**src/rtl/sdram_ch2_arbiter.sv**
```systemverilog
// Round-robin arbiter sharing the SDRAM ch2 port between NREQ requesters.
// One ch2 transaction is outstanding at a time; ready/data route back to the owner.
module sdram_ch2_arbiter #(
    parameter int NREQ    = 3,
    parameter int TIMEOUT = 255
) (
    input  logic                 clk1x,
    input  logic                 reset,
    input  logic [NREQ-1:0]      rq_req,
    input  logic [NREQ*27-1:0]   rq_addr,
    input  logic [NREQ*32-1:0]   rq_din,
    input  logic [NREQ-1:0]      rq_rnw,
    input  logic [NREQ*4-1:0]    rq_be,
    output logic [NREQ-1:0]      rq_ready,
    output logic [31:0]          rq_dout,
    output logic [NREQ-1:0]      rq_busy,
    output logic                 error_overrun,
    output logic                 error_timeout,
    output logic                 ch2_req,
    output logic [26:0]          ch2_addr,
    output logic [31:0]          ch2_din,
    output logic                 ch2_rnw,
    output logic [3:0]           ch2_be,
    input  logic                 ch2_ready,
    input  logic [31:0]          ch2_dout
);
    localparam int IW = (NREQ > 2) ? 2 : 1;

    typedef enum logic [1:0] {IDLE, ISSUE, WAIT, GAP} state_t;

    state_t          state;
    state_t          state_next;
    logic [IW-1:0]   rr_ptr;
    logic [IW-1:0]   gnt;
    logic [IW-1:0]   sel;
    logic            sel_valid;
    logic [NREQ-1:0] pending;
    logic [NREQ-1:0] done_clr;
    logic [NREQ-1:0] capture;
    logic            overrun_hit;
    logic [9:0]      tmo_cnt;
    logic            finish;
    logic            timed_out;

    logic [26:0] slot_addr [NREQ];
    logic [31:0] slot_din  [NREQ];
    logic        slot_rnw  [NREQ];
    logic [3:0]  slot_be   [NREQ];

    function automatic logic [IW-1:0] wrap_idx(input logic [IW-1:0] base, input int off);
        int s;
        s = int'(base) + off;
        if (s >= NREQ) s = s - NREQ;
        return IW'(s);
    endfunction

    // Scanning downward lets the lowest offset from rr_ptr win.
    always_comb begin
        sel       = '0;
        sel_valid = 1'b0;
        for (int k = NREQ - 1; k >= 0; k--) begin
            if (pending[wrap_idx(rr_ptr, k)]) begin
                sel       = wrap_idx(rr_ptr, k);
                sel_valid = 1'b1;
            end
        end
    end

    always_comb begin
        state_next = state;
        finish     = 1'b0;
        timed_out  = 1'b0;
        case (state)
            IDLE:  if (sel_valid) state_next = ISSUE;
            ISSUE: state_next = WAIT;
            WAIT: begin
                if (ch2_ready) begin
                    finish     = 1'b1;
                    state_next = GAP;
                end else if (tmo_cnt == 10'(TIMEOUT)) begin
                    finish     = 1'b1;
                    timed_out  = 1'b1;
                    state_next = GAP;
                end
            end
            GAP:     state_next = IDLE;
            default: state_next = IDLE;
        endcase
    end

    // A request landing in the completion cycle of its own slot is a fresh capture.
    assign done_clr    = finish ? (NREQ'(1) << gnt) : '0;
    assign capture     = rq_req & (~pending | done_clr);
    assign overrun_hit = |(rq_req & pending & ~done_clr);
    assign rq_busy     = pending;

    always_ff @(posedge clk1x) begin
        if (reset) state <= IDLE;
        else       state <= state_next;
    end

    always_ff @(posedge clk1x) begin
        if (reset) begin
            pending       <= '0;
            rr_ptr        <= '0;
            gnt           <= '0;
            tmo_cnt       <= '0;
            error_overrun <= 1'b0;
            error_timeout <= 1'b0;
            ch2_req       <= 1'b0;
            ch2_addr      <= '0;
            ch2_din       <= '0;
            ch2_rnw       <= 1'b0;
            ch2_be        <= '0;
            rq_ready      <= '0;
            rq_dout       <= '0;
            for (int i = 0; i < NREQ; i++) begin
                slot_addr[i] <= '0;
                slot_din[i]  <= '0;
                slot_rnw[i]  <= 1'b0;
                slot_be[i]   <= '0;
            end
        end else begin
            pending <= (pending & ~done_clr) | capture;
            for (int i = 0; i < NREQ; i++) begin
                if (capture[i]) begin
                    slot_addr[i] <= rq_addr[i*27 +: 27];
                    slot_din[i]  <= rq_din[i*32 +: 32];
                    slot_rnw[i]  <= rq_rnw[i];
                    slot_be[i]   <= rq_be[i*4 +: 4];
                end
            end
            if (overrun_hit) error_overrun <= 1'b1;
            if (timed_out)   error_timeout <= 1'b1;

            ch2_req <= (state_next == ISSUE);
            if (state == IDLE && sel_valid) begin
                gnt      <= sel;
                ch2_addr <= slot_addr[sel];
                ch2_din  <= slot_din[sel];
                ch2_rnw  <= slot_rnw[sel];
                ch2_be   <= slot_be[sel];
            end

            if (state == ISSUE)     tmo_cnt <= '0;
            else if (state == WAIT) tmo_cnt <= tmo_cnt + 10'd1;

            rq_ready <= done_clr;
            rq_dout  <= '0;
            if (finish) begin
                rr_ptr <= wrap_idx(gnt, 1);
                if (!timed_out && ch2_rnw) rq_dout <= ch2_dout;
            end
        end
    end
endmodule
```
**config.mk**
```make
export PLATFORM = sky130hd
export DESIGN_NAME = sdram_ch2_arbiter
export DESIGN_NICKNAME = d
export VERILOG_FILES = /design/src/rtl/sdram_ch2_arbiter.sv
export SDC_FILE = /design/constraint.sdc
export NUM_CORES = 1
export LEC_CHECK = 0
export ABC_AREA = 1
export ABC_CLOCK_PERIOD_IN_PS = 4000
export BUFFER_PORTS_ARGS = -buffer_cell sky130_fd_sc_hd__buf_2
export CORE_ASPECT_RATIO = 1.75
export CORE_MARGIN = 2
export CORE_UTILIZATION = 35
export CTS_CLUSTER_DIAMETER = 150
export CTS_CLUSTER_SIZE = 14
export DETAILED_ROUTE_END_ITERATION = 16
export GPL_ROUTABILITY_DRIVEN = 0
export PLACE_DENSITY_LB_ADDON = 0.25
export SLEW_MARGIN = 10
export SYNTH_ARGS = -nofsm -noshare
export SYNTH_HDL_FRONTEND = slang
export SYNTH_SLANG_ARGS = --single-unit
```
**constraint.sdc**
```tcl
create_clock -name clk1x -period 4 [get_ports clk1x]
set_input_delay 0.2 -clock clk1x [delete_from_list [all_inputs] [get_ports clk1x]]
set_output_delay 0.2 -clock clk1x [all_outputs]
set_load 0.005 [all_outputs]
```
==> impl_metrics.json <==
{
  "synthCells": 1593,
  "dr.pass1.iters": 5,
  "critPathMaxStageDelay_ns": 0.78,
  "crit_path_start_kind": "flip-flop",
  "cp_data_arrival_time_ns": 3.29,
  "min_from": "rq_din[69]",
  "ir_worst_vdd_mv": 0.4325,
  "fmax_ghz": 0.3450,
  "die_w_um": 163.5,
  "tritoncts": "done",
  "grt_use_total_pct": 18.55,
  "syn_nets": 1834,
  "worst_pin_slew_ns": 1.066,
  "fin_worst_skew_ns": 0.01180,
  "finalPower_w": 0.01015,
  "diodes": 0,
  "period_minus_slack_ns": 2.899,
  "outcome": "finished, final reports clean",
  "ios": 335,
  "antenna_found_initial": 0,
  "cts_made_buffers": 26,
  "crit_path_end_kind": "flip-flop",
  "crit_path_top_delay_cell": "nand2_4",
  "coreArea_um2": 44160,
  "ys_types": 28,
  "clk_latency_ns": 0.55,
  "syn_area_um2": 15590,
  "final_max_slew_viol_count": 0,
  "tns_ns": 0,
  "drtAntennaViolNets": 0,
  "drc": 0,
  "path_clk_slew_ns": 0.07,
  "rows": 102,
  "clockBufferDepth": 3,
  "routedWlPerCell_um": 16.28,
  "syn_avg_cell_area_um2": 9.787,
  "reg2reg_from": "rr_ptr[1]",
  "die_y_um": 283.2,
  "crit_chain": "inv_1 > ha_1 > inv_2 > nand2_1 > nand3b_1 > nand2_2 > nor2_1 > nand2_4 > nand2_4 > nand2_1 > nand3_1 > a21oi_1",
  "grt_start_max_net_pins": 79,
  "synth.yosys.seq_area_share_pct": 52.52,
  "synth-seq-cells": 313,
  "vias": 12140,
  "avgViaCountPerCell": 4.506,
  "yosys.area.top_type": "edfxtp_1",
  "synth_area_leaders": "edfxtp_1, dfxtp_1, nor2_4",
  "critPathKind": "reg -> reg",
  "critPathRequiredTime_ns": 4.39,
  "drive_above_1_share_pct": 27.79,
  "p_per_area_nw_per_um2": 495.8,
  "critPathBufInv": 2,
  "port_buffers": 334,
  "rsz0062_at_grt": "false",
  "synthToLayoutAreaGrowth_pct": 31.35,
  "clockRootBuffer": "clkbuf_16",
  "grt.overflow.total": 0,
  "startpoint": "rr_ptr[1]",
  "slew_headroom_pct": 28.92,
  "die_area_um2": 46310,
  "power.leakage_nw": 9.452,
  "post-route-period-util_pct": 72.47,
  "worst-path-max-fanout": 65,
  "drt_wl_total_um": 43890,
  "ctsResizeCount": 0,
  "final-hold-violation-count": 0,
  "cts.sinks": 313,
  "grt_pass1_vias": 12660,
  "nets": 2345,
  "synth_top_cell_area_share_pct": 36.98,
  "grt_pass1_wl_um": 66300,
  "postCtsSetupBuffers": 0,
  "initial_core_util_pct": 35.31,
  "yosysWarningCount": 0,
  "drt-initial-drc-count": 539,
  "cap_viol_max_count": 0,
  "cts_hold_buf": 220,
  "worst_hold_path_type": "in -> reg",
  "crit_family": "simple AND/OR/NAND/NOR gates",
  "setup_violations": 0,
  "htree_levels": 1,
  "place_hpwl_um": 27060
}
## synthesized netlist by cell type
master	instances
nor2_4	181
edfxtp_1	192
buf_4	6
nand2_2	5
clkbuf_1	18
nor3_1	1
a31oi_1	1
nand3_2	6
nand2_1	232
inv_2	3
buf_6	7
a211oi_1	2
buf_12	20
and2_1	1
buf_2	29
o21ai_0	9
a21oi_2	1
nand3b_1	66
nand3_1	74
ha_1	11
nand2_4	3
dfxtp_1	121
nand4_1	65
inv_1	381
nor2_1	70
buf_1	10
a21oi_1	76
nor2_2	2
## per-layer routing
layer	part of all wire [%]	vias to the layer above	track usage (%)
li1	-	5932	-
met1	37	5711	19.04
met2	54	400	35.99
met3	5.0	101	2.386
met4	4.5	0	9.123
met5	0	-	0
## per-stage QoR
step	setup slack, ns	cells	hold slack (ns)	instance area (um^2)	util [%]
after floorplan	1.111	1593	0.3122	15590	-
after global placement	1.212	2428	0.4184	17520	39.67
after detailed placement	1.054	2428	0.4210	17520	39.67
after CTS	1.064	2695	0.0003689	20480	46.37
after global routing	0.8701	2695	0.005160	20480	46.37
final	1.101	2695	0.02246	20480	46.37
## cell usage in the layout (no fill, tap or decap), drive strengths merged
cell type / instances
inv: 385
buf: 353
nor2: 253
nand2: 240
dlygate4sd3: 220
edfxtp: 192
dfxtp: 121
nand3: 80
a21oi: 77
nand3b: 66
nand4: 65
clkbuf: 46
ha: 11
o21ai: 9
a211oi: 2
nor3: 1
a31oi: 1
and2: 1
## registers in the layout (all words and copies together), names as in the netlist
| name | flops |
|---|---|
| error_overrun | 1 |
| slot_be | 12 |
| slot_din | 96 |
| ch2_req | 1 |
| slot_rnw | 3 |
| tmo_cnt | 10 |
| rq_ready | 3 |
| ch2_rnw | 1 |
| ch2_be | 4 |
| rq_busy | 3 |
| ch2_din | 32 |
| error_timeout | 1 |
| state | 2 |
| rq_dout | 32 |
| gnt | 2 |
| slot_addr | 81 |
| ch2_addr | 27 |
| rr_ptr | 2 |
## final timing paths
kind	endpoint	slack, ns	cells after the start
setup / recovery	ch2_din[4]	1.10	12
hold / removal	slot_din[2][5]	0.02	3
setup reg to reg	ch2_din[4]	1.10	12
hold reg to reg	tmo_cnt[9]	0.46	1
## worst register-to-register path, stage by stage, from the launching register on
cell	delay, ns
dfxtp_1	0.38
inv_1	0.06
ha_1	0.21
inv_2	0.14
nand2_1	0.07
nand3b_1	0.13
nand2_2	0.11
nor2_1	0.18
nand2_4	0.30
nand2_4	0.78
nand2_1	0.14
nand3_1	0.15
a21oi_1	0.08
## report_power, final
part,internal (W),switching [W]
registers,0.00397,0.000281
logic,0.00118,0.00229
clock network,0.00126,0.00117
## layout make-up
class | count | area (um^2)
fillers | 4218 | 23680
clock inverters | 1 | 11.26
repair buffers | 573 | 4106
well taps | 572 | 715.7
multi-input cells | 806 | 5268
clock buffers | 46 | 747.0
flip-flops and latches | 313 | 8188
inverters | 384 | 1441
## kinds of logic after synthesis
logic type | synth area share, %
AO/OA/AOI/OAI | 2.921
buffers and inverters | 14.21
adder cells (fa/ha/maj) | 0.8828
flip-flops | 52.52
AND/OR/NAND/NOR | 29.46
No activity file was read; power rests on OpenSTA's default activity.
